[src/rtl/fetch_pkg.sv]
// fetch_pkg: command, state and pending-access encodings
// shared by fetch_unit and its bench.
package fetch_pkg;

   typedef enum logic [2:0] {
      CMD_FETCH     = 3'd0,
      CMD_BRANCH    = 3'd1,
      CMD_CALL      = 3'd2,
      CMD_RET       = 3'd3,
      CMD_LOAD_ADDR = 3'd4,
      CMD_DATA_RD   = 3'd5,
      CMD_DATA_WR   = 3'd6,
      CMD_RESTART   = 3'd7
   } cmd_e;

   typedef enum logic {
      S_IDLE = 1'b0,
      S_MEM  = 1'b1
   } state_e;

   typedef enum logic [1:0] {
      K_FETCH = 2'd0,
      K_RD    = 2'd1,
      K_WR    = 2'd2
   } kind_e;

endpackage

[src/rtl/fetch_unit_ras_stack.sv]
// ras_stack: small LIFO of return addresses.
// Push when full and pop when empty are dropped.
module ras_stack #(
   parameter int DEPTH = 4,
   parameter int W     = 8
) (
   input  logic         clk,
   input  logic         rst_n,
   input  logic         push_i,
   input  logic         pop_i,
   input  logic [W-1:0] din_i,
   output logic         full_o,
   output logic         empty_o,
   output logic [W-1:0] top_o
);

   localparam int CW = $clog2(DEPTH + 1);
   localparam int PW = (DEPTH > 1) ? $clog2(DEPTH) : 1;

   logic [CW-1:0] cnt_q;
   logic [W-1:0]  mem_q [DEPTH];
   logic [PW-1:0] top_idx;

   assign full_o  = (cnt_q == CW'(DEPTH));
   assign empty_o = (cnt_q == '0);
   assign top_idx = PW'(cnt_q - 1'b1);
   assign top_o   = mem_q[top_idx];

   always_ff @(posedge clk) begin
      if (!rst_n) begin
         cnt_q <= '0;
      end else if (push_i && !full_o) begin
         cnt_q <= cnt_q + 1'b1;
      end else if (pop_i && !empty_o) begin
         cnt_q <= cnt_q - 1'b1;
      end
   end

   always_ff @(posedge clk) begin
      if (push_i && !full_o) begin
         mem_q[PW'(cnt_q)] <= din_i;
      end
   end

endmodule

[src/rtl/fetch_unit.sv]
// fetch_unit: PC/IR/data-address unit with req/ack memory port.
// Define FETCH_UNIT_RAS_EN to add the return-address stack.
module fetch_unit
   import fetch_pkg::*;
#(
   parameter int ADDR_W    = 8,
   parameter int DATA_W    = 16,
   parameter int OFF_W     = 8,
   parameter int RAS_DEPTH = 4
) (
   input  logic              clk,
   input  logic              rst_n,
   input  logic [ADDR_W-1:0] start_pc,
   input  logic              cmd_valid,
   input  logic [2:0]        cmd_op,
   output logic              cmd_ready,
   input  logic [OFF_W-1:0]  offset,
   input  logic [DATA_W-1:0] addr_in,
   input  logic [DATA_W-1:0] wdata,
   output logic              mem_req,
   output logic              mem_we,
   output logic [ADDR_W-1:0] mem_addr,
   output logic [DATA_W-1:0] mem_wdata,
   input  logic              mem_ack,
   input  logic [DATA_W-1:0] mem_rdata,
   output logic [DATA_W-1:0] ir,
   output logic              ir_valid,
   output logic [DATA_W-1:0] rdata,
   output logic              rdata_valid,
   output logic [ADDR_W-1:0] pc,
   output logic              stack_err
);

   state_e            state_q, state_d;
   kind_e             kind_q, kind_d;
   logic [ADDR_W-1:0] pc_q, pc_d;
   logic [ADDR_W-1:0] daddr_q, daddr_d;
   logic [DATA_W-1:0] ir_q, ir_d;
   logic [DATA_W-1:0] rdata_q, rdata_d;
   logic              irv_q, irv_d;
   logic              rdv_q, rdv_d;
   logic              req_q, req_d;
   logic              we_q, we_d;
   logic [ADDR_W-1:0] maddr_q, maddr_d;
   logic [DATA_W-1:0] mwd_q, mwd_d;
   logic [ADDR_W-1:0] off_ext;
   logic [ADDR_W-1:0] br_tgt;

   assign off_ext = ADDR_W'($signed(offset));
   assign br_tgt  = pc_q + off_ext;

`ifdef FETCH_UNIT_RAS_EN
   logic              ras_push, ras_pop;
   logic              ras_full, ras_empty;
   logic [ADDR_W-1:0] ras_top;
   logic              err_q, err_d;

   ras_stack #(
      .DEPTH (RAS_DEPTH),
      .W     (ADDR_W)
   ) u_ras (
      .clk     (clk),
      .rst_n   (rst_n),
      .push_i  (ras_push),
      .pop_i   (ras_pop),
      .din_i   (pc_q),
      .full_o  (ras_full),
      .empty_o (ras_empty),
      .top_o   (ras_top)
   );

   assign err_d = err_q | (ras_push & ras_full) | (ras_pop & ras_empty);

   always_ff @(posedge clk) begin
      if (!rst_n) err_q <= 1'b0;
      else        err_q <= err_d;
   end

   assign stack_err = err_q;
`else
   assign stack_err = 1'b0;
`endif

   always_comb begin
      state_d = state_q;
      kind_d  = kind_q;
      pc_d    = pc_q;
      daddr_d = daddr_q;
      ir_d    = ir_q;
      rdata_d = rdata_q;
      irv_d   = 1'b0;
      rdv_d   = 1'b0;
      req_d   = req_q;
      we_d    = we_q;
      maddr_d = maddr_q;
      mwd_d   = mwd_q;
`ifdef FETCH_UNIT_RAS_EN
      ras_push = 1'b0;
      ras_pop  = 1'b0;
`endif
      unique case (state_q)
         S_IDLE: begin
            if (cmd_valid) begin
               case (cmd_e'(cmd_op))
                  CMD_FETCH: begin
                     state_d = S_MEM;
                     kind_d  = K_FETCH;
                     req_d   = 1'b1;
                     we_d    = 1'b0;
                     maddr_d = pc_q;
                  end
                  CMD_DATA_RD: begin
                     state_d = S_MEM;
                     kind_d  = K_RD;
                     req_d   = 1'b1;
                     we_d    = 1'b0;
                     maddr_d = daddr_q;
                  end
                  CMD_DATA_WR: begin
                     state_d = S_MEM;
                     kind_d  = K_WR;
                     req_d   = 1'b1;
                     we_d    = 1'b1;
                     maddr_d = daddr_q;
                     mwd_d   = wdata;
                  end
                  CMD_LOAD_ADDR: daddr_d = addr_in[ADDR_W-1:0];
                  CMD_BRANCH:    pc_d = br_tgt;
                  CMD_CALL: begin
                     pc_d = br_tgt;
`ifdef FETCH_UNIT_RAS_EN
                     ras_push = 1'b1;
`endif
                  end
                  CMD_RET: begin
`ifdef FETCH_UNIT_RAS_EN
                     ras_pop = 1'b1;
                     pc_d    = ras_empty ? start_pc : ras_top;
`endif
                  end
                  CMD_RESTART: pc_d = start_pc;
                  default: ;
               endcase
            end
         end
         S_MEM: begin
            if (mem_ack) begin
               state_d = S_IDLE;
               req_d   = 1'b0;
               we_d    = 1'b0;
               // Writes complete silently; reads raise their own pulse.
               unique case (kind_q)
                  K_FETCH: begin
                     ir_d  = mem_rdata;
                     pc_d  = pc_q + 1'b1;
                     irv_d = 1'b1;
                  end
                  K_RD: begin
                     rdata_d = mem_rdata;
                     rdv_d   = 1'b1;
                  end
                  default: ;
               endcase
            end
         end
         default: state_d = S_IDLE;
      endcase
   end

   always_ff @(posedge clk) begin
      if (!rst_n) begin
         state_q <= S_IDLE;
         kind_q  <= K_FETCH;
         pc_q    <= start_pc;
         daddr_q <= '0;
         ir_q    <= '0;
         rdata_q <= '0;
         irv_q   <= 1'b0;
         rdv_q   <= 1'b0;
         req_q   <= 1'b0;
         we_q    <= 1'b0;
         maddr_q <= '0;
         mwd_q   <= '0;
      end else begin
         state_q <= state_d;
         kind_q  <= kind_d;
         pc_q    <= pc_d;
         daddr_q <= daddr_d;
         ir_q    <= ir_d;
         rdata_q <= rdata_d;
         irv_q   <= irv_d;
         rdv_q   <= rdv_d;
         req_q   <= req_d;
         we_q    <= we_d;
         maddr_q <= maddr_d;
         mwd_q   <= mwd_d;
      end
   end

   assign cmd_ready   = (state_q == S_IDLE);
   assign mem_req     = req_q;
   assign mem_we      = we_q;
   assign mem_addr    = maddr_q;
   assign mem_wdata   = mwd_q;
   assign ir          = ir_q;
   assign ir_valid    = irv_q;
   assign rdata       = rdata_q;
   assign rdata_valid = rdv_q;
   assign pc          = pc_q;

endmodule
[config.mk]
export PLATFORM = sky130hd
export DESIGN_NAME = fetch_unit
export DESIGN_NICKNAME = d
export VERILOG_FILES = /design/src/rtl/fetch_pkg.sv /design/src/rtl/fetch_unit_ras_stack.sv /design/src/rtl/fetch_unit.sv
export SDC_FILE = /design/constraint.sdc
export NUM_CORES = 1
export LEC_CHECK = 0
export BUFFER_PORTS_ARGS = -buffer_cell sky130_fd_sc_hd__buf_4
export CAP_MARGIN = 20
export CORE_MARGIN = 3
export CORE_UTILIZATION = 45
export CTS_CLUSTER_DIAMETER = 40
export DETAILED_ROUTE_END_ITERATION = 10
export PLACE_DENSITY = 0.85
export SLEW_MARGIN = 20
export SYNTH_ARGS = -nofsm -noshare
export SYNTH_HDL_FRONTEND = slang
export SYNTH_HIERARCHICAL = 1
export SYNTH_SLANG_ARGS = --single-unit
export TNS_END_PERCENT = 50
[constraint.sdc]
create_clock -name clk -period 1.7 [get_ports clk]
set_input_delay 0.17 -clock clk [delete_from_list [all_inputs] [get_ports clk]]
set_output_delay 0.17 -clock clk [all_outputs]
set_load 0.01 [all_outputs]
==> impl_metrics.yaml <==
run_status:
  status: "complete, but fails checks"
  violations: "setup timing"
detailed_routing:
  routed_wl_mm: 9.76
  top_layer: "met4"
  drt-vias-per-instance: 5.18
  avgRoutedWirePerCell_um: 14.9
  detailroute.wirelength.met2_mm: 4.67
  firstDrtPassIters: 5
  vias: 3400
  remaining_drc_errors: 0
  wl_met1_mm: 4.01
  final_antenna_net_count: 0
  first_iter_violations: 101
  wl_met3_um: 889
power_and_ir_drop:
  pwr-share-comb_pct: 21.7
  p_seq_share_pct: 45.3
  p_int_mw: 3.24
  p_switching_mw: 1.23
  p_leak_nw: 2.28
  switching_share_pct: 27.5
  cellPowerDensity_mw_per_mm2: 867
  p_clk_share_pct: 33.0
  vdd.ir_drop.worst_v: 0.000624
clock_network:
  clock_tree.root_cell: "clkbuf_8"
  hold_buffers: 0
  cts_buffers: 9
  post-cts-setup-buffers: 0
  clkSlewWorstSetupHoldPaths_ns: 0.08
  cts.sinks: 79
  worstSkewPairLatency_ns: 0.34
  htree_levels: 3
  cts_tree: "done"
  clockBufferDepth: 2
synth:
  synthCells: 410
  synth.most_common_cell: "nand2_1"
  yosys_warnings: 6
  synth_ff_type: "dfxtp_1"
  synth_top_area_share_pct: 37.7
  syn-cell-area_mm2: 0.00377
  synth_nets: 490
  synthTopCellsByArea: "dfxtp_1 (38%), nand2_1 (11%), a21boi_0 (6.4%), edfxtp_1 (6.4%), mux2i_1 (4.2%)"
  yosysSeqAreaShare_pct: 44.0
  synth_edf_count: 8
  syn_avg_cell_area_um2: 9.20
  synth.distinct_cells: 56
  synthTopCellsByCount: "nand2_1 (110), dfxtp_1 (71), a21boi_0 (32)"
  async_reset_ff_share_pct: 0
  synth_top_area_cell: "dfxtp_1"
  ys_ff_latch: 79
setup_path:
  max_stage_delay_ns: 0.36
  critPathKind: "flop to flop"
  critPathRequiredTime_ns: 1.80
  worstSetupStartpointType: "flop"
  critPathArrivalTime_ns: 1.91
  crit_path_cell_trace: "ha_2 -> inv_2 -> fa_2 -> nor2b_4 -> o31ai_4 -> a21oi_2 -> xnor2_1 -> a21oi_1"
  cp_max_fo: 2
  cp.buffers_inverters: 1
  crit_family: "adder cells"
  end_kind: "flop"
  cp_slowest_cell: "edfxtp_1"
floorplan:
  rows: 32
  initial_utilization_pct: 47.6
  dieArea_mm2: 0.00952
  fp.dieW_um: 97.6
  io_pins: 141
  core_area_mm2: 0.00793
  die_h_um: 97.6
layout:
  fin_cells: 657
  num-nets-final: 630
  drive_gt1_share_pct: 36.9
  syn2layout_area_growth_pct: 36.4
  stdcell_area_mm2: 0.00515
  fin_util_pct: 64.9
  num-fill-cells: 639
  num_antenna_cells: 0
placement:
  dp.final_hpwl_mm: 7.26
  dp_slack_ns: -0.221
  place_area_mm2: 0.00488
  port_buffers: 131
  routabilityCongestion: 0.878
  placed_cells: 641
sta:
  slew_headroom_pct: 63.0
  rsz0062_at_grt: "yes"
  setup_slack_ns: -0.106
  fmax_mhz: 554
  fin_tns_setup_ns: -0.353
  setup_viol: 5
  slew_viol_final: 0
  finalHoldViolCount: 0
  period_share_pct: 106
  tightest_slew_ns: 0.553
  finClkSkew_ns: 0.00779
  period_minus_slack_ns: 1.81
global_routing:
  grt_pass1_vias: 3346
  grt_pass1_wl_mm: 15.8
  groute.usage.overall_pct: 20.1
  antenna_found_initial: 0
  gr-total-overflow: 0
  grt_max_degree: 35
run:
  cap_violations: 0
worst_hold_path:
  hold_path_class: "primary input to flop"
-- final timing paths --
kind / start / endpoint / slack (ns) / depth (start not counted)
hold reg to reg: ir[14] / ir[14] / 0.47 / 2
setup reg to reg: pc[0] / pc[6] / -0.11 / 8
setup / recovery: pc[0] / pc[6] / -0.11 / 8
hold / removal: wdata[15] / mem_wdata[15] / 0.07 / 3
-- metrics by stage --
| step | total power [mW] | hold WS (ns) |
|---|---|---|
| after floorplan | 2.59 | 0.297 |
| after global placement | 2.95 | 0.419 |
| after detailed placement | 2.98 | 0.428 |
| after CTS | 4.46 | 0.0535 |
| after global routing | 4.67 | 0.0463 |
| final | 4.46 | 0.0661 |
-- routing by layer --
metal / GRT usage (%) / up-vias
li1: - / 1672
met1: 24.5 / 1565
met2: 32.9 / 143
met3: 7.47 / 20
met4: 6.50 / 0
met5: 0 / -
-- cell families (layout without fill, tap and decap cells) --
| group | Yosys count | in the layout | synth area share [%] |
|---|---|---|---|
| and+or+nand+nor | 159 | 159 | 19.5 |
| AOI/OAI and AO/OA | 102 | 102 | 20.5 |
| DFF | 79 | 79 | 44.0 |
| buffers and inverters | 32 | 177 | 5.64 |
| muxes | 16 | 16 | 4.24 |
| xor gates and xnor gates | 12 | 12 | 2.79 |
| adders and majority gates | 9 | 9 | 3.18 |
| other | 1 | 1 | 0.0994 |
-- power by group through the flow --
| stage | clock [mW] | combinational (mW) | sequential, mW |
|---|---|---|---|
| after floorplan | 0 | 0.480 | 2.11 |
| after global placement | 0 | 0.892 | 2.06 |
| after detailed placement | 0 | 0.916 | 2.06 |
| after CTS | 1.50 | 0.936 | 2.02 |
| after global routing | 1.59 | 1.05 | 2.03 |
| final | 1.47 | 0.969 | 2.02 |
-- sequential cells by signal (all words and copies together) (netlist names) --
signal       flops
mem_wdata       16
pc               8
rdata           16
mem_addr         8
mem_req          1
rdata_valid      1
daddr_q          8
ir              16
ir_valid         1
mem_we           1
state_q          1
kind_q           2
-- what timing repair did --
item / in CTS / in global routing
cloned: 0 / 0
pin swaps: 6 / 4
endpoints found under the setup margin: 5 / 5
resized for setup: 4 / 6
-- cell type report --
type / count / area (um^2) / area share (%)
multi-input cells: 299 / 1970 / 38.2
flip-flops and latches: 79 / 1660 / 32.3
repair buffers: 154 / 1160 / 22.5
clock buffers: 12 / 156 / 3.04
well taps: 102 / 128 / 2.48
clock inverters: 4 / 51.3 / 0.997
inverters: 7 / 26.3 / 0.510
-- worst register-to-register path, cell delays in order (launching register included) --
cell and delay, ns:
edfxtp_1 0.36, ha_2 0.19, inv_2 0.04, fa_2 0.36, nor2b_4 0.16, o31ai_4 0.08, a21oi_2 0.15, xnor2_1 0.13
a21oi_1 0.08
-- cell usage in the layout, fill, tap and decap left out, types with 2 or more instances in the layout --
cell,count
mux2i_1,16
ha_2,2
and2_1,3
a21boi_0,32
o21ai_0,8
nand2_2,4
o22ai_1,7
o21a_1,3
nand3_1,5
a21oi_2,3
nor2b_1,10
nand3_2,3
xor2_1,6
a21boi_2,10
clkbuf_8,9
inv_1,6
ha_1,5
nor2_1,8
clkbuf_1,2
edfxtp_1,8
nand2_1,110
o211a_1,8
xnor2_1,6
a21oi_1,10
nand3b_1,2
buf_4,154
o211ai_1,2
dfxtp_1,70
a21boi_1,7
and3_1,2
(Power assumes the default switching activity.)
